**src/rtl/pll_reconfig_pkg.sv**
```systemverilog
// Shared types and helpers for the PLL reconfiguration sequencer:
// FSM state encoding, altpll_reconfig counter/param codes and the
// divide-factor to high/low count split.
package pll_reconfig_pkg;

  typedef enum logic [3:0] {
    ST_RESET_PLL,
    ST_RESET_REC,
    ST_IDLE,
    ST_SETUP,
    ST_WRITE,
    ST_HOLD,
    ST_RECONFIG,
    ST_WAIT_BUSY,
    ST_WAIT_LOCK,
    ST_DONE
  } pll_state_e;

  localparam logic [3:0] TYPE_M     = 4'b0001;
  localparam logic [3:0] TYPE_C0    = 4'b0100;
  localparam logic [2:0] PARAM_HIGH = 3'b000;
  localparam logic [2:0] PARAM_LOW  = 3'b001;

  typedef struct packed {
    logic [8:0] hi;
    logic [8:0] lo;
  } cnt_pair_t;

  typedef struct packed {
    logic [3:0] ctype;
    logic [2:0] cparam;
    logic [8:0] data;
  } wr_entry_t;

  // Split a divide factor into high/low phase counts; odd factors put
  // the extra cycle in the high phase. Bit 8 is always zero.
  function automatic cnt_pair_t calc_counts(input logic [7:0] f);
    cnt_pair_t  r;
    logic [8:0] f9;
    f9   = {1'b0, f};
    r.hi = (f9 + 9'd1) >> 1;
    r.lo = f9 >> 1;
    return r;
  endfunction

endpackage

```
**src/rtl/pll_reconfig_seq_wait_timer.sv**
```systemverilog
// Loadable down-counter. Loading N-1 on entry to a state and leaving
// when o_expired is seen gives a state length of exactly N cycles.
module wait_timer #(
  parameter int W = 4
) (
  input  logic         clock_ctr,
  input  logic         sys_reset,
  input  logic         i_load,
  input  logic [W-1:0] i_load_val,
  output logic         o_expired
);

  logic [W-1:0] r_cnt;

  // Load has priority; otherwise count down and park at zero.
  always_ff @(posedge clock_ctr or posedge sys_reset) begin
    if (sys_reset)          r_cnt <= '0;
    else if (i_load)        r_cnt <= i_load_val;
    else if (r_cnt != '0)   r_cnt <= r_cnt - 1'b1;
  end

  assign o_expired = (r_cnt == '0);

endmodule

```
**src/rtl/pll_reconfig_seq.sv**
```systemverilog
// PLL reconfiguration sequencer: programs M and NUM_C post-scale
// counters through the altpll_reconfig port interface, fires reconfig
// and waits for the IP to finish, with factor checking and a busy
// timeout. Optional build macro PLL_LOCK_WAIT_EN adds i_pll_locked and
// a WAIT_LOCK step before DONE.
module pll_reconfig_seq
  import pll_reconfig_pkg::*;
#(
  parameter int NUM_C        = 2,
  parameter int SETUP_WAIT   = 5,
  parameter int WRITE_WAIT   = 10,
  parameter int BUSY_TIMEOUT = 1023
) (
  input  logic               clock_ctr,
  input  logic               sys_reset,
  input  logic               i_start,
  input  logic [7:0]         i_mult_factor,
  input  logic [NUM_C*8-1:0] i_post_div,
  input  logic               i_busy_in,
`ifdef PLL_LOCK_WAIT_EN
  input  logic               i_pll_locked,
`endif
  output logic [3:0]         o_counter_type,
  output logic [2:0]         o_counter_param,
  output logic [8:0]         o_data_in,
  output logic               o_write_param,
  output logic               o_reconfig,
  output logic               o_reset_rec,
  output logic               o_pll_areset,
  output logic               o_pll_pfdena,
  output logic               o_ready,
  output logic               o_done,
  output logic               o_cfg_err,
  output logic               o_timeout_err
);

  localparam int NUM_ENT  = 2 * (NUM_C + 1);
  localparam int IDX_W    = $clog2(NUM_ENT);
  localparam int WAIT_MAX = (SETUP_WAIT > WRITE_WAIT) ? SETUP_WAIT : WRITE_WAIT;
  localparam int TM_W     = $clog2(WAIT_MAX + 1);
  localparam int TO_W     = $clog2(BUSY_TIMEOUT + 1);

  pll_state_e         r_state, w_nxt;
  logic [IDX_W-1:0]   r_idx, w_nidx, w_ci;
  logic [7:0]         r_mult;
  logic [NUM_C*8-1:0] r_post;
  logic [7:0]         w_m_src, w_fsel;
  logic [NUM_C*8-1:0] w_pd_src;
  logic               w_fact_ok;
  logic               w_last;
  logic               w_tm_load, w_tm_exp;
  logic [TM_W-1:0]    w_tm_val;
  logic [TO_W-1:0]    r_to_cnt;
  logic               w_to_max, w_to_hit, w_stall;
  logic               w_locked;
  cnt_pair_t          w_cnt;
  wr_entry_t          w_entry, r_entry;
  logic               r_write_param, r_reconfig, r_reset_rec, r_pll_areset;
  logic               r_ready, r_done, r_cfg_err, r_timeout_err;

`ifdef PLL_LOCK_WAIT_EN
  assign w_locked = i_pll_locked;
`else
  assign w_locked = 1'b1;
`endif

  // While idle the entry decode looks at the live inputs so the first
  // write can be set up on the same edge that latches them.
  assign w_m_src  = (r_state == ST_IDLE) ? i_mult_factor : r_mult;
  assign w_pd_src = (r_state == ST_IDLE) ? i_post_div    : r_post;
  assign w_last   = (r_idx == IDX_W'(NUM_ENT - 1));
  assign w_to_max = (r_to_cnt == TO_W'(BUSY_TIMEOUT - 1));

  // A divide factor below 2 cannot be split into high/low phases.
  always_comb begin
    w_fact_ok = (i_mult_factor > 8'd1);
    for (int i = 0; i < NUM_C; i++)
      if (i_post_div[i*8 +: 8] < 8'd2) w_fact_ok = 1'b0;
  end

  // Index of the entry about to be set up: restart from 0 on a new
  // request, advance after each completed hold.
  always_comb begin
    w_nidx = r_idx;
    if (r_state == ST_IDLE)      w_nidx = '0;
    else if (r_state == ST_HOLD) w_nidx = r_idx + 1'b1;
  end

  // Decode entry w_nidx into counter type, param and count value.
  always_comb begin
    w_ci   = w_nidx >> 1;
    w_fsel = w_m_src;
    for (int i = 0; i < NUM_C; i++)
      if (w_ci == IDX_W'(i + 1)) w_fsel = w_pd_src[i*8 +: 8];
    w_cnt          = calc_counts(w_fsel);
    w_entry.ctype  = (w_ci == '0) ? TYPE_M : (TYPE_C0 + 4'(w_ci) - 4'd1);
    w_entry.cparam = w_nidx[0] ? PARAM_LOW : PARAM_HIGH;
    w_entry.data   = w_nidx[0] ? w_cnt.lo  : w_cnt.hi;
  end

  // Cycles that count toward the busy/lock timeout.
  always_comb begin
    w_stall = ((r_state == ST_HOLD) || (r_state == ST_WAIT_BUSY)) && i_busy_in;
`ifdef PLL_LOCK_WAIT_EN
    if ((r_state == ST_WAIT_LOCK) && !i_pll_locked) w_stall = 1'b1;
`endif
  end

  // Next-state logic; timeout wins over a normal exit in the wait states.
  always_comb begin
    w_nxt    = r_state;
    w_to_hit = 1'b0;
    case (r_state)
      ST_RESET_PLL: w_nxt = ST_RESET_REC;
      ST_RESET_REC: if (w_tm_exp) w_nxt = ST_IDLE;
      ST_IDLE:      if (i_start && w_fact_ok) w_nxt = ST_SETUP;
      ST_SETUP:     if (w_tm_exp) w_nxt = ST_WRITE;
      ST_WRITE:     w_nxt = ST_HOLD;
      ST_HOLD: begin
        if (w_stall && w_to_max) begin
          w_to_hit = 1'b1;
          w_nxt    = ST_RESET_PLL;
        end else if (w_tm_exp && !i_busy_in) begin
          w_nxt = w_last ? ST_RECONFIG : ST_SETUP;
        end
      end
      ST_RECONFIG:  w_nxt = ST_WAIT_BUSY;
      ST_WAIT_BUSY: begin
        if (!i_busy_in) begin
`ifdef PLL_LOCK_WAIT_EN
          w_nxt = ST_WAIT_LOCK;
`else
          w_nxt = ST_DONE;
`endif
        end else if (w_to_max) begin
          w_to_hit = 1'b1;
          w_nxt    = ST_RESET_PLL;
        end
      end
`ifdef PLL_LOCK_WAIT_EN
      ST_WAIT_LOCK: begin
        if (w_locked) w_nxt = ST_DONE;
        else if (w_to_max) begin
          w_to_hit = 1'b1;
          w_nxt    = ST_RESET_PLL;
        end
      end
`endif
      ST_DONE:      w_nxt = ST_IDLE;
      default:      w_nxt = ST_RESET_PLL;
    endcase
  end

  // Reload the shared wait timer on every state entry with that state's length.
  always_comb begin
    w_tm_load = (w_nxt != r_state);
    case (w_nxt)
      ST_RESET_REC: w_tm_val = TM_W'(WRITE_WAIT - 1);
      ST_SETUP:     w_tm_val = TM_W'(SETUP_WAIT - 1);
      ST_HOLD:      w_tm_val = TM_W'(WRITE_WAIT - 1);
      default:      w_tm_val = '0;
    endcase
  end

  wait_timer #(.W(TM_W)) u_timer (
    .clock_ctr  (clock_ctr),
    .sys_reset  (sys_reset),
    .i_load     (w_tm_load),
    .i_load_val (w_tm_val),
    .o_expired  (w_tm_exp)
  );

  // State register plus outputs registered from the next state.
  always_ff @(posedge clock_ctr or posedge sys_reset) begin
    if (sys_reset) begin
      r_state       <= ST_RESET_PLL;
      r_idx         <= '0;
      r_mult        <= '0;
      r_post        <= '0;
      r_to_cnt      <= '0;
      r_entry       <= '0;
      r_write_param <= 1'b0;
      r_reconfig    <= 1'b0;
      r_reset_rec   <= 1'b0;
      r_pll_areset  <= 1'b1;
      r_ready       <= 1'b0;
      r_done        <= 1'b0;
      r_cfg_err     <= 1'b0;
      r_timeout_err <= 1'b0;
    end else begin
      r_state <= w_nxt;
      if ((r_state == ST_IDLE) && (w_nxt == ST_SETUP)) begin
        r_mult        <= i_mult_factor;
        r_post        <= i_post_div;
        r_timeout_err <= 1'b0;
      end
      if (w_to_hit) r_timeout_err <= 1'b1;
      if ((w_nxt == ST_SETUP) && (r_state != ST_SETUP)) begin
        r_idx   <= w_nidx;
        r_entry <= w_entry;
      end
      if (w_nxt != r_state) r_to_cnt <= '0;
      else if (w_stall)     r_to_cnt <= r_to_cnt + 1'b1;
      r_write_param <= (w_nxt == ST_WRITE);
      r_reconfig    <= (w_nxt == ST_RECONFIG);
      r_reset_rec   <= (w_nxt == ST_RESET_REC);
      r_pll_areset  <= (w_nxt == ST_RESET_PLL);
      r_ready       <= (w_nxt == ST_IDLE);
      r_done        <= (w_nxt == ST_DONE);
      r_cfg_err     <= (r_state == ST_IDLE) && i_start && !w_fact_ok;
    end
  end

  assign o_counter_type  = r_entry.ctype;
  assign o_counter_param = r_entry.cparam;
  assign o_data_in       = r_entry.data;
  assign o_write_param   = r_write_param;
  assign o_reconfig      = r_reconfig;
  assign o_reset_rec     = r_reset_rec;
  assign o_pll_areset    = r_pll_areset;
  assign o_pll_pfdena    = 1'b1;
  assign o_ready         = r_ready;
  assign o_done          = r_done;
  assign o_cfg_err       = r_cfg_err;
  assign o_timeout_err   = r_timeout_err;

endmodule

```
**config.mk**
```make
export PLATFORM = sky130hd
export DESIGN_NAME = pll_reconfig_seq
export DESIGN_NICKNAME = d
export VERILOG_FILES = /design/src/rtl/pll_reconfig_pkg.sv /design/src/rtl/pll_reconfig_seq_wait_timer.sv /design/src/rtl/pll_reconfig_seq.sv
export SDC_FILE = /design/constraint.sdc
export NUM_CORES = 1
export LEC_CHECK = 0
export CORE_MARGIN = 2
export CORE_UTILIZATION = 50
export CTS_BUF_LIST = sky130_fd_sc_hd__clkbuf_4 sky130_fd_sc_hd__clkbuf_8 sky130_fd_sc_hd__clkbuf_16
export DETAILED_ROUTE_END_ITERATION = 8
export GPL_ROUTABILITY_DRIVEN = 0
export PLACE_DENSITY = 0.74
export SLEW_MARGIN = 10
export SYNTH_ARGS = -nofsm -noshare
export SYNTH_HDL_FRONTEND = slang
export SYNTH_HIERARCHICAL = 1
export SYNTH_SLANG_ARGS = --single-unit
export TNS_END_PERCENT = 10
```
**constraint.sdc**
```tcl
create_clock -name clock_ctr -period 3.3 [get_ports clock_ctr]
set_input_delay 0.66 -clock clock_ctr [delete_from_list [all_inputs] [get_ports clock_ctr]]
set_output_delay 0.66 -clock clock_ctr [all_outputs]
set_load 0.02 [all_outputs]
```
# == Yosys cells after proc, flatten, opt, wreduce, memory -nomap -nowiden ==
# Cells that the tools add are included.
# op_classes
add_sub_neg,6
n_lt_le_gt_ge,3
eq_ne,21
mux,31
reduce_logical,20
# ops
operator,n
$mux W4,10
$pmux W4 S9,1
$mux W8,4
$eq A4 B3 Y1 const B,7
$mux W10,2
$eq A4 B2 Y1 const B,4
$lt A8 B2 Y1 const B,2
$mux W16,1
$logic_not A4 Y1,3
$add A10 B1 Y10 const B,1
$eq A10 B10 Y1 const B,1
$add A8 B1 Y9 const B,1
$mux W3,3
$eq A4 B1 Y1 const B,2
$eq A4 B4 Y1 const B,2
$gt A8 B1 Y1 const B,1
$logic_and A1 B1 Y1,8
$mux W1,8
$pmux W4 S2,1
$sub A4 B1 Y4 const B,2
$reduce_bool A2 Y1,3
$add A3 B2 Y4 const A,1
$ne A4 B2 Y1 const B,1
$ne A4 B4 Y1,1
other kinds (10),11
# totals
ff_bits,69
in_bits,28
out_inout_bits,25
elab_cells,98

# == Logic depth before layout (Yosys ltp) ==
# Gate-level depths: netlist of run 1.
# depth
depth_word,10
ltp_mapped,15
mapped_depth_nobuf,13

# == Cells and area by module ==
# The synthesis of run 1 kept the hierarchy.
# by_module_without_submodules
mod,n_inst,cells_each,area_each_um2,seq_area_each_um2
pll_reconfig_seq,1,344,3450.8,1502.7
wait_timer,1,23,236.5,100.1

# == Worst setup path before layout of run 1 ==
# Ideal clock, no wire load.
# synth_path
kind,flip-flop to flip-flop
startpoint,register u_timer.r_cnt[0]
endpoint,register u_timer.r_cnt[3]
setup_ps,126
arrival_ps,2815
path_slack_ps,359
path_stages_with_launch,15
path_buffers,2
period_less_slack_ps,2941
path_cell_list,dfrtp_1 -> inv_1 -> ha_1 -> nor3b_4 -> o21ai_0 -> o21ai_0 -> a21oi_1 -> nor3_1 -> inv_1 -> xnor2_1 -> nand3_1 -> buf_2 -> clkbuf_1 -> nor3_1 -> a221o_1
# synth_between
word_cells_on_any_way,18
classes_between,add/sub (1); eq/ne (4); mux (8); reduce/logical (5)
# synth_lines
item,line,rtl
"start, declared",pll_reconfig_seq_wait_timer.sv:13,logic [W-1:0] r_cnt;
"start signal, assigned",pll_reconfig_seq_wait_timer.sv:18,else if (i_load) r_cnt <= i_load_val;
"start signal, assigned",pll_reconfig_seq_wait_timer.sv:19,else if (r_cnt != '0) r_cnt <= r_cnt - 1'b1;
$logic_not A4 Y1 (*),pll_reconfig_seq_wait_timer.sv:22,assign o_expired = (r_cnt == '0);
via w_tm_exp,pll_reconfig_seq.sv:51,"logic w_tm_load, w_tm_exp;"
$logic_and A1 B1 Y1,pll_reconfig_seq.sv:123,end else if (w_tm_exp && !i_busy_in) begin
$mux W4,pll_reconfig_seq.sv:123,
$mux W4,pll_reconfig_seq.sv:120,if (w_stall && w_to_max) begin
$pmux W4 S9 (*),pll_reconfig_seq.sv:113,case (r_state)
via w_nxt[0],pll_reconfig_seq.sv:43,"pll_state_e r_state, w_nxt;"
$ne A4 B4 Y1 (*),pll_reconfig_seq.sv:156,w_tm_load = (w_nxt != r_state);
via w_tm_load,pll_reconfig_seq.sv:51,
$mux W4 or $reduce_bool A2 Y1 (tied branches),-,
# Mark *: on every way through the listed nets, which the timed path passes. The rest lies on a longest branch. The select of a mux whose other input is x is not followed.
# A chain may end at the register's enable or synchronous reset.

# == Worst setup path after layout of run 1 ==
# layout_path
startpoint,register r_state[0]
endpoint,register r_entry (netlist bit o_data_in[7])
# layout_between
elab_chain_cells,8
word_cells_on_any_way,33
classes_between,add/sub (1); eq/ne (12); mux (15); reduce/logical (5)
# layout_lines
item,line,rtl
"start, declared",pll_reconfig_seq.sv:43,
"start signal, assigned",pll_reconfig_seq.sv:191,r_state <= w_nxt;
"$eq A4 B3 Y1, on equally long branches","pll_reconfig_seq.sv:86, pll_reconfig_seq.sv:103, pll_reconfig_seq.sv:113",
$mux W3 or $logic_or A1 B1 Y1 (tied branches),"pll_reconfig_seq.sv:86, pll_reconfig_seq.sv:103",
$mux W3 or $logic_and A1 B1 Y1 (tied branches),"pll_reconfig_seq.sv:85, pll_reconfig_seq.sv:103",
$eq A2 B1 Y1 or $logic_and A1 B1 Y1 (tied branches),"pll_reconfig_seq.sv:94, pll_reconfig_seq.sv:120",
$mux W8 or $mux W4 (tied branches),"pll_reconfig_seq.sv:94, pll_reconfig_seq.sv:120",
$mux W8 or $pmux W4 S9 (tied branches),"pll_reconfig_seq.sv:94, pll_reconfig_seq.sv:113",
$add A8 B1 Y9 or $eq A4 B2 Y1 (tied branches),"pll_reconfig_pkg.sv:41, pll_reconfig_seq.sv:198",
$mux W8 or $logic_and A1 B1 Y1 (tied branches),"pll_reconfig_seq.sv:98, pll_reconfig_seq.sv:198",
"end signal, assigned",pll_reconfig_seq.sv:200,r_entry <= w_entry;
"end, declared",pll_reconfig_seq.sv:57,"wr_entry_t w_entry, r_entry;"
# Several ways; a longest one is shown, not always the timed one.

==> metrics.cfg, run 1 <==
[clock_network]
h-tree-depth=3
cts_root_buf=clkbuf_8
numClockSinks=64
clk_transition_reported_paths_ps=80
cts_buffer_depth=2
clk_latency_ps=350
ctsHoldBuffers=0
cts_tree=done
cts_buffers=9

[final_layout]
fillers=642
fin_cells=527
n_antenna_cell=0
syn2layout_area_growth_pct=23.2
drive_gt1_frac=0.192
multi_input_comb_area_um2=1910
final_cell_mix=63 x dfrtp_1, 47 x clkdlybuf4s50_1, 38 x nand2_1, 31 x mux2_2, 25 x nor2_1
layout.nets=457
register_area_um2=1600
layout_commonest_cell=dfrtp_1

[critical_path]
crit_family=simple AND/OR/NAND/NOR gates
crit_fanout=8
cp_data_arrival_time_ps=3320
critPathLaunchType=flip-flop
worstSetupPathDepth=11
critPathSlowestCell=dfrtp_1
critPathKind=flip-flop to flip-flop
critPathRequiredTime_ps=3600
cp_slowest_stage_delay_ps=530
worstPathCellList=and4bb_1 -> a21boi_1 -> nor2_1 -> mux2i_1 -> mux2i_1 -> ha_1 -> nand2b_1 -> a21oi_1 -> nand4_1 -> nor4b_1 -> a21o_1
crit_path_frequent_cell=mux2i_1
cp_num_buf_inv=0
cp-end-kind=flip-flop
r2r.worst_path.cells=11

[sta]
tightest_slew_ps=698
finalHoldViolations=0
period_minus_slack_ps=3020
timing.fmax_mhz=331
final_max_slew_viol_count=0
max-slew-margin-rel=0.532
finalSetupTns_ps=0
setup_viol_count_final=0
fin_skew_ps=17.2
rsz0062_at_grt=false
final_min_period_over_clock_period=0.915

[detailed_routing]
wl_um=7940
via_per_inst=5.60
wl_per_cell_um=15.1
firstDrtPassIters=4
ant_nets=0
drt_iter0_drc=239
drc=0
vias=2953

[yosys]
synth_enable_flop_cells=0
syn_inst=367
synth_area_per_cell_um2=10.0
synthFlopType=dfrtp_1
ys_types=68
synth_seq_cells=64
async_reset_ff_frac=1.00
netlist_area_um2=3690
ys_warn_count=6
yosysSeqAreaShare=0.435

[pwr]
p_leak_nw=1.96
p_per_area_nw_per_um2=926
peakVddDrop_mv=0.353
finalPower_w=0.00421

[global_route]
antenna_found_initial=0
met1_usage=0.298
met2_usage=0.306
grt-busiest-layer=met2
globalRouteOverflowTotal=0
grt_use_total=0.207
grt_max_degree=32
grt_pass1_wl_um=13500
grt_use_met3=0.0495
grt_pass1_vias=2819

[hold_path]
holdPathStages=2
hold_class=flip-flop to flip-flop

[floorplanning]
core_area_um2=7210
die_w_um=89.9
initial_core_util=0.511
io_pins=53
fp.dieH_um=89.9
die-area_um2=8080
rows=31

[status]
status=finished clean

[placed_design]
place.detailed.hpwl_um=5890
place_inst=509
portBuffers=47

[job]
drv_cap=0

==> path summary, 6_finish.rpt <==
check                                        from                 to  slack, ps
worst min-delay path            o_counter_type[1]  o_counter_type[1]        480
worst max register to register         r_state[0]       o_data_in[7]        280
worst min register to register  o_counter_type[1]  o_counter_type[1]        480
worst max-delay path                   r_state[0]       o_data_in[7]        280
max in group asynchronous               sys_reset       o_pll_areset       1880
min in group asynchronous               sys_reset   u_timer/r_cnt[0]        550
==> cell usage after synthesis (all sizes together) (5+ instances only) <==
master,number,area share
a211oi,5,0.010
inv,15,0.015
nand4,7,0.012
dfrtp,63,0.43
ha,6,0.020
o21ai,23,0.031
a21oi,13,0.023
xnor2,11,0.026
nand2,38,0.039
nor2b,5,0.0085
buf,19,0.031
mux2i,11,0.030
nor2,25,0.025
nand3,8,0.011
xor2,6,0.014
nor3,13,0.019
mux2,31,0.095
clkbuf,6,0.0061
==> where the power goes <==
part / leakage, nW / total [W] / switching, W / internal, W
combinational: 1.03 / 0.00215 / 0.00113 / 0.00102
sequential: 0.819 / 0.00129 / 0.000232 / 0.00106
clock: 0.118 / 0.000762 / 0.000291 / 0.000471
==> registers in the layout, indices dropped and copies added, names as in the netlist, 3 cells and up <==
name	count
r_post	16
r_to_cnt	10
o_data_in	8
r_mult	8
r_state	4
u_timer/r_cnt	4
o_counter_type	3
r_idx	3
==> metal layers <==
layer,share of wire,wire length [µm],up-vias
met1,0.49,3850,1436
li1,-,-,1422
met4,0.015,121,0
met2,0.44,3520,84
met5,0,0,-
met3,0.056,446,11
==> worst reg2reg max path, delay by kind of cell (launching register included) <==
kind	cells	cell delay (ps)
simple gates	5	1280
fa+ha+maj	1	220
flops	1	530
compound gates	3	470
mux	2	480
==> per-stage QoR <==
stage	area [µm²]	setup slack, ps	util	hold WS [ps]
floorplan	3700	359	-	426
global placement	4300	212	0.596	462
detailed placement	4300	205	0.596	469
CTS	4520	251	0.627	485
global route	4540	44.2	0.630	512
finish	4540	281	0.630	475
==> cell families (layout without fill, tap and decap cells) <==
family / Yosys count / count (layout) / share of synthesized area
flip-flops: 64 / 64 / 0.435
adder cells (fa/ha/maj): 6 / 6 / 0.0204
AO/OA/AOI/OAI: 74 / 74 / 0.139
XOR/XNOR: 17 / 17 / 0.0404
buffers and inverters: 40 / 97 / 0.0526
multiplexers: 42 / 42 / 0.125
AND/OR/NAND/NOR: 122 / 122 / 0.187
other: 2 / 6 / 0.00204
==> area by class of cell <==
class / instances / area share
clock buffer: 13 / 0.0353
clock inverter: 3 / 0.0143
tap: 99 / 0.0273
timing repair buffer: 66 / 0.138
inverter: 15 / 0.0124
sequential: 64 / 0.353
multi-input combinational: 267 / 0.420
==> what timing repair did <==
action | in CTS | in global routing
setup endpoints to repair | 0 | 2
setup buffers | 0 | 2
gates resized for setup | 0 | 1
No activity file was read; power rests on OpenSTA's default activity.
==> run 2: changes to the inputs <==
Settings changed: CTS_CLUSTER_SIZE from default to 20.
Clock period 3.3 ns to 3.7 ns, I/O delays scaled along.
==> run 2 against run 1 <==
  * Clock skew decreased by 8.1 ps
  * Sequential share of layout area is 0.97 points higher
  * Critical path depth is 1 higher
  * Highest routed layer unchanged
  * Critical endpoint unchanged
  * First-iteration DRC count down 42%
  * Worst setup slack gained 100 ps
  * Power down 14%
  * Final cell count shrank 2.1%
  * Largest power group unchanged
  * Register-to-register slack improved by 100 ps
==> metrics.cfg, run 2 (synthesis results as in run 1) <==
[floorplanning]
io_pins=53
initial_core_util=0.511
die_w_um=89.9
core_area_um2=7210
die-area_um2=8080
rows=31
fp.dieH_um=89.9

[global_route]
met2_usage=0.295
grt_pass1_wl_um=13200
met1_usage=0.298
grt_pass1_vias=2733
grt-busiest-layer=met1
grt_use_total=0.204
antenna_found_initial=0
grt_max_degree=37
globalRouteOverflowTotal=0
grt_use_met3=0.0369

[pwr]
p_leak_nw=1.89
p_per_area_nw_per_um2=816
finalPower_w=0.00361
peakVddDrop_mv=0.325

[critical_path]
r2r_end=o_data_in[7]
critPathKind=flip-flop to flip-flop
critPathRequiredTime_ps=3940
reg2reg_slack_ps=380
critPathLaunchType=flip-flop
r2r.worst_path.cells=12
cp-end-kind=flip-flop
r2r_start=r_state[1]
cp_data_arrival_time_ps=3550
crit_fanout=15

[sta]
finalHoldViolations=0
final_max_slew_viol_count=0
rsz0062_at_grt=false
layout_setup_ws_ps=383
period_minus_slack_ps=3320
finalSetupTns_ps=0
setup_viol_count_final=0
tightest_slew_ps=794
max-slew-margin-rel=0.467
timing.fmax_mhz=302
final_min_period_over_clock_period=0.896
fin_skew_ps=9.09

[final_layout]
n_antenna_cell=0
layout.nets=446
drive_gt1_frac=0.168
syn2layout_area_growth_pct=19.9
fillers=639
final_cell_mix=63 x dfrtp_1, 47 x clkdlybuf4s50_1, 38 x nand2_1, 31 x mux2_2, 25 x nor2_1
layout_commonest_cell=dfrtp_1
final_core_utilization=0.613
regMostFlops=r_post
largest_reg_flops=16
layout_top_registers=r_post: 16 flops, r_to_cnt: 10 flops

[placed_design]
portBuffers=47
place.detailed.hpwl_um=5870
dp_slack_ps=255

[clock_network]
h-tree-depth=3
cts_buffer_depth=2
clk_transition_reported_paths_ps=70
cts_setup_buffers=0
cts_buffers=9
cts.repair.resized=0
cts_root_buf=clkbuf_8
clk_latency_ps=340
cts_tree=done
numClockSinks=64
ctsHoldBuffers=0

[detailed_routing]
vias=2889
wl_per_cell_um=15.2
ant_nets=0
wl_um=7830
firstDrtPassIters=4
drt_iter0_drc=139
via_per_inst=5.60
drc=0

[hold_path]
hold_start=o_data_in[0]
timing.hold.worst_endpoint=o_data_in[0]
hold_class=flip-flop to flip-flop
holdPathStages=2

[status]
status=finished clean

[job]
drv_cap=0

## run 2: worst max-delay path by stage
stage,to,from,cells past startpoint
floorplan,u_timer/r_cnt[3],i_post_div[13],12
finish,o_data_in[7],r_state[1],12
CTS,o_data_in[7],r_state[1],12
detailed placement,r_idx[1],i_busy_in,8
global route,o_data_in[7],r_idx[1],12
global placement,r_idx[1],i_busy_in,8
## run 2: where the power goes
| part | internal (W) | switching (W) |
|---|---|---|
| Clock | 0.000336 | 0.000268 |
| Sequential | 0.000946 | 0.000220 |
| Combinational | 0.000853 | 0.000984 |
| Total | 0.00213 | 0.00147 |
## run 2: cell type report
class	count	area, µm²	share of cell area
inverters	15	56.3	0.0127
clock buffers	11	145	0.0328
flip-flops and latches	64	1600	0.363
repair buffers	55	531	0.120
well taps	99	124	0.0280
clock inverters	5	56.3	0.0127
multi-input cells	267	1910	0.431
## run 2: routing by layer
metal	vias up	wire (µm)
li1	1396	-
met1	1392	3780
met5	-	0
met3	15	394
met2	86	3500
met4	0	157
## run 2: through the flow
stage          cell area [µm²]  instances  hold WS (ps)
2_1_floorplan             3700        371           473
3_3_place_gp              4220        500           463
3_5_place_dp              4220        500           470
4_1_cts                   4420        516           485
5_1_grt                   4420        516           500
6_report                  4420        516           476
## run 2: critical path, stage by stage (launching register included)
cell and delay (ps):
dfrtp_1 540, and4bb_1 640, a21boi_1 200, nor2_1 260
mux2_2 380, a21oi_1 390, inv_1 90, ha_1 190
nand2b_1 100, a21oi_1 70, nand4_1 120, nor4b_1 80
a21o_1 170
==> RTL change 1, RTL diff (flow settings as in run 1) <==
The parameter `BUSY_TIMEOUT` goes from 1023 to 4092.
--- a/src/rtl/pll_reconfig_seq.sv
+++ b/src/rtl/pll_reconfig_seq.sv
@@ -9,7 +9,7 @@
   parameter int NUM_C        = 2,
   parameter int SETUP_WAIT   = 5,
   parameter int WRITE_WAIT   = 10,
-  parameter int BUSY_TIMEOUT = 1023
+  parameter int BUSY_TIMEOUT = 4092
 ) (
   input  logic               clock_ctr,
   input  logic               sys_reset,
Function: no difference found for any inputs over 10 cycles, from zero or initial values and one cycle with sys_reset high; that may be too few to reach the edited logic, so the function may still have changed.
==> RTL change 1 against run 1 <==
Synthesized area is 0.48% higher. Power is 5.2% higher. Sequential cell count is 2 higher. First-iteration DRC count is 35% lower. Worst setup slack worse by 52 ps. Wire length is 3.6% higher. Final area is 0.19% higher. Highest routed layer unchanged.
==> RTL change 1: results (changes against run 1) <==
| Metric | Value |
|---|---|
| GRT Overall Usage | 0.217 (+0.00936) |
| Worst hold path class | flip-flop to flip-flop |
| Cells after Synth | 358 (-2.5%) |
| Layout cells sized above 1 | 0.206 (+0.0146) |
| Worst setup path start | r_idx[1]$_DFFE_PP0P_ |
| Status | finished clean |
| Vias in the first global route | 2932 (+4.0%) |
| Clk_skew | 7.23 ps (-9.95 ps) |
| Worst Hold Launch | o_counter_type[0]$_DFFE_PP0P_ |
| Detailed Routing Iterations Pass 1 | 4 (unchanged) |
| Largest net degree at the start of global routing | 63 (+97%) |
| First-pass GRT wire length | 13900 um (+3.0%) |
| Leak | 1.94 nW (-1.4%) |
| Max-slew headroom | 0.584 (+0.0519) |
| H-tree Lvls | 3 (unchanged) |
| Fin nets | 450 (-1.5%) |
| DRT Wirelength | 8220 um (+3.6%) |
| Wirelength per Cell | 15.8 um (+4.8%) |
| Clock root buffer | clkbuf_8 |
| Asr flop ratio synth | 1.00 (unchanged) |
| Starting DRT DRC Count | 156 (-35%) |
| Via/cell ratio | 5.64 (+0.71%) |
| Area contributors post-synth | dfrtp_1 44%, mux2_2 11%, mux2i_1 3.5% |
| Top cells by count, synth | 65 x dfrtp_1, 36 x mux2_2, 31 x nor2_1 |
| Main synth FF type | dfrtp_1 |
| Worst vdd rail ir drop | 0.532 mV (+51%) |
| Largest regs | r_post: 16 flops, r_to_cnt: 12 flops |
| Maximum net fanout on the critical path | 7 (-1) |
| Placed cell count | 502 (-1.4%) |
| Clock Latency Late Sink | 350 ps (about the same) |
| Synth warn | 6 (unchanged) |
| Worst stage delay on the critical path | 500 ps (-30 ps) |
| Max reg flops | 16 (unchanged) |
| EDFF count, synth | 0 (unchanged) |
| CP top delay family | multiplexers |
| Placement Setup Slack | 104 ps (-101 ps) |
| Netlist cell types | 65 (-4.4%) |
| Critical path arrival | 3310 ps (about the same) |
| Layout filler cell count | 621 (-3.3%) |
| Sequential-to-total area share from yosys stat | 0.446 (+0.0115) |
| HPWL after DPL | 6140 um (+4.2%) |
| Placed cell area | 0.00432 mm2 (+0.49%) |
| Final Util | 0.631 (+0.00121) |
## RTL change 1: layout make-up
type / instances / share of cell area
Clock buffer: 10 / 0.0302
Clock inverter: 6 / 0.0143
Inverter: 11 / 0.00907
Multi-Input combinational cell: 266 / 0.423
Sequential cell: 66 / 0.363
Tap cell: 99 / 0.0272
Timing Repair Buffer: 63 / 0.133
## RTL change 1: cell families (layout without fill, tap and decap cells)
logic type                 count (synthesis)  after routing  share of synthesized area
DFF                                       66             66                      0.446
muxes                                     50             50                      0.149
and+or+nand+nor                          120            120                      0.181
other                                      2              6                    0.00203
adders and majority gates                  5              5                     0.0169
buffers and inverters                     30             90                     0.0409
xor gates and xnor gates                  18             18                     0.0426
AOI/OAI and AO/OA                         67             67                      0.122
## RTL change 1: report_power, final
| part | internal (mW) | switching [mW] | total, mW |
|---|---|---|---|
| combinational | 1.11 | 1.27 | 2.39 |
| clock | 0.370 | 0.327 | 0.697 |
| sequential | 1.11 | 0.230 | 1.34 |
| total | 2.59 | 1.83 | 4.42 |
## RTL change 1: path summary, 6_finish.rpt
kind                                                      end  slack (ps)  depth (start not counted)
worst max-delay path                 o_data_in[3]$_DFFE_PP0P_         230                         12
worst min-delay path            o_counter_type[0]$_DFFE_PP0P_         500                          1
worst max register to register       o_data_in[3]$_DFFE_PP0P_         230                         12
worst min register to register  o_counter_type[0]$_DFFE_PP0P_         500                          1
max in group asynchronous              o_pll_areset$_DFF_PP1_        2300                          3
min in group asynchronous        u_timer/r_cnt[2]$_DFFE_PP0P_         540                          2
## RTL change 1: what timing repair did
action,CTS,global route
setup endpoints to repair,0,2
setup buffers,0,3
resized for setup,0,1
## RTL change 1: layer usage
metal	GRT usage	share of wire
met3	0.0402	0.047
met5	0	0
met1	0.257	0.42
met4	0.108	0.031
met2	0.377	0.50
==> RTL change 2, RTL diff (flow settings as in run 1) <==
Without the edit above. Make the reset (`sys_reset`) synchronous in 2 clocked blocks.
--- a/src/rtl/pll_reconfig_seq_wait_timer.sv
+++ b/src/rtl/pll_reconfig_seq_wait_timer.sv
@@ -13,7 +13,7 @@
   logic [W-1:0] r_cnt;
 
   // Load has priority; otherwise count down and park at zero.
-  always_ff @(posedge clock_ctr or posedge sys_reset) begin
+  always_ff @(posedge clock_ctr) begin
     if (sys_reset)          r_cnt <= '0;
     else if (i_load)        r_cnt <= i_load_val;
     else if (r_cnt != '0)   r_cnt <= r_cnt - 1'b1;
--- a/src/rtl/pll_reconfig_seq.sv
+++ b/src/rtl/pll_reconfig_seq.sv
@@ -171,7 +171,7 @@
   );
 
   // State register plus outputs registered from the next state.
-  always_ff @(posedge clock_ctr or posedge sys_reset) begin
+  always_ff @(posedge clock_ctr) begin
     if (sys_reset) begin
       r_state       <= ST_RESET_PLL;
       r_idx         <= '0;
Function: differs if sys_reset is asserted again (counterexample within 4 cycles, from zero or initial values and one cycle with sys_reset high); with sys_reset held inactive, the same outputs for 10 cycles.
==> RTL change 2 against run 1 <==
Hold slack got worse by 21 ps. Sequential cell count stayed put. Clock skew shrank 7.4 ps. Die area is 3.8% lower. Sequential power down 31%. Worst setup slack got worse by 80 ps. Critical path depth increased by 1. Global-route usage up 2.2 points. Synthesized area down 3.9%. Final area is 1.8% lower. Core utilization increased by 2.3 points. Final cell count increased by 14%. Power shrank 38%. Wire length increased by 6.5%. Critical path type unchanged.
==> RTL change 2: results (changes against run 1) <==
| Metric | Value |
|---|---|
| Status | finished clean |
| Slowest stage cell, crit path | dfxtp_1 |
| Clk_skew | 9.75 ps (-7.42 ps) |
| HPWL after DPL | 6250 um (+6.2%) |
| Placed cell area | 0.00427 mm2 (-0.70%) |
| Detailed Routing Iterations Pass 1 | 5 (+1) |
| Netlist cell types | 66 (-2.9%) |
| Synth warn | 6 (unchanged) |
| Largest regs | r_post: 16 flops, r_to_cnt: 10 flops |
| Final setup fails | 0 (unchanged) |
| Max_cap viols | 0 (unchanged) |
| Fin area | 0.00446 mm2 (-1.8%) |
| Via count | 3328 (+13%) |
| Fin nets | 533 (+17%) |
| Via/cell ratio | 5.56 (-0.85%) |
| Worst stage delay on the critical path | 400 ps (-130 ps) |
| Vias in the first global route | 3128 (+11%) |
| R2r endpoint | o_data_in[5]$_SDFFE_PP0P_ |
| Top cells by count, synth | 73 x nand2_1, 64 x dfxtp_1, 39 x nor2_1 |
| Layout cells sized above 1 | 0.177 (-0.0147) |
| R2r startpoint | r_idx[1]$_SDFFE_PP0P_ |
| Worst vdd rail ir drop | 0.230 mV (-35%) |
| Placed cell count | 583 (+15%) |
| First-pass GRT wire length | 14100 um (+4.3%) |
| Sequential-to-total area share from yosys stat | 0.362 (-0.0730) |
| Layout filler cell count | 587 (-8.6%) |
| Reg2Reg Depth | 12 (+1) |
| DRT Wirelength | 8450 um (+6.5%) |
| Avg Inst Size Synth | 8.30 um2 (-17%) |
| Critical path arrival | 3330 ps (about the same) |
| Worst R2R Setup Slack | 200 ps (-80 ps) |
| Leak | 1.63 nW (-17%) |
| Max-slew headroom | 0.616 (+0.0841) |
| Worst setup path start | r_idx[1]$_SDFFE_PP0P_ |
| Starting DRT DRC Count | 249 (+4.2%) |
| GRT Overall Usage | 0.229 (+0.0222) |
| Clock Latency Late Sink | 330 ps (-20 ps) |
| Largest net degree at the start of global routing | 36 (+13%) |
RTL change 2: layer usage:
| metal | track usage | share of wire | up-vias |
|---|---|---|---|
| met5 | 0 | 0 | - |
| met4 | 0.0771 | 0.012 | 0 |
| met3 | 0.0405 | 0.045 | 11 |
| met2 | 0.383 | 0.48 | 96 |
| met1 | 0.299 | 0.47 | 1581 |
| li1 | - | - | 1640 |
RTL change 2: logic make-up (layout without fill, tap and decap cells):
group	Yosys count	count (layout)	share of synthesized area
simple gates	209	209	0.330
compound gates	68	68	0.122
flops	64	64	0.362
buf+inv	39	111	0.0565
mux	22	22	0.0646
xor+xnor	17	17	0.0420
fa+ha+maj	6	6	0.0212
other cells	2	6	0.00212
RTL change 2: worst min-delay path by stage:
| stage | slack [ps] | endpoint | cells past startpoint | startpoint |
|---|---|---|---|---|
| floorplan | 430 | r_post[15]$_SDFFE_PP0P_ | 2 | r_post[15]$_SDFFE_PP0P_ |
| global placement | 440 | r_mult[5]$_SDFFE_PP0P_ | 2 | r_mult[5]$_SDFFE_PP0P_ |
| detailed placement | 450 | r_post[0]$_SDFFE_PP0P_ | 2 | r_post[0]$_SDFFE_PP0P_ |
| CTS | 460 | r_post[0]$_SDFFE_PP0P_ | 2 | r_post[0]$_SDFFE_PP0P_ |
| global route | 490 | r_mult[5]$_SDFFE_PP0P_ | 2 | r_mult[5]$_SDFFE_PP0P_ |
| finish | 450 | r_post[0]$_SDFFE_PP0P_ | 2 | r_post[0]$_SDFFE_PP0P_ |
RTL change 2: power by group:
| group | total [mW] | internal, mW | switching (mW) |
|---|---|---|---|
| clock | 0.609 | 0.315 | 0.293 |
| sequential | 0.893 | 0.848 | 0.0444 |
| combinational | 1.12 | 0.524 | 0.594 |
RTL change 2: worst reg2reg max path, cell delays in order, from the launching register on:
cell      delay (ps)
dfxtp_1          400
ha_1             280
and4bb_2         260
mux2i_1           80
nor2_1           360
a221oi_1         180
a311oi_2         320
ha_1             210
nand2b_1          70
nand3b_1         190
nor4b_2          360
mux2i_1          230
nand2_1           60
RTL change 2: layout make-up:
type                            count  area share
Clock buffer                       12      0.0356
Clock inverter                      3     0.00393
Multi-Input combinational cell    328       0.467
Tap cell                           96      0.0269
Sequential cell                    64       0.287
Timing Repair Buffer               87       0.172
Inverter                            9     0.00758
RTL change 2: metrics by stage:
step | setup WS (ps) | hold WS, ps | TNS, ps
after global routing | 3.42 | 492 | 0
after global placement | -42.9 | 443 | -61.4
after CTS | 258 | 458 | 0
after detailed placement | -92.5 | 448 | -260
final | 201 | 455 | 0
after floorplan | 299 | 433 | 0
RTL change 2: repair_timing:
action / CTS / global route
setup endpoints to repair: 0 / 1
resized for setup: 0 / 1
setup buffers: 0 / 1
hold buffers: 0 / 0
endpoints found under the hold margin: 0 / 0
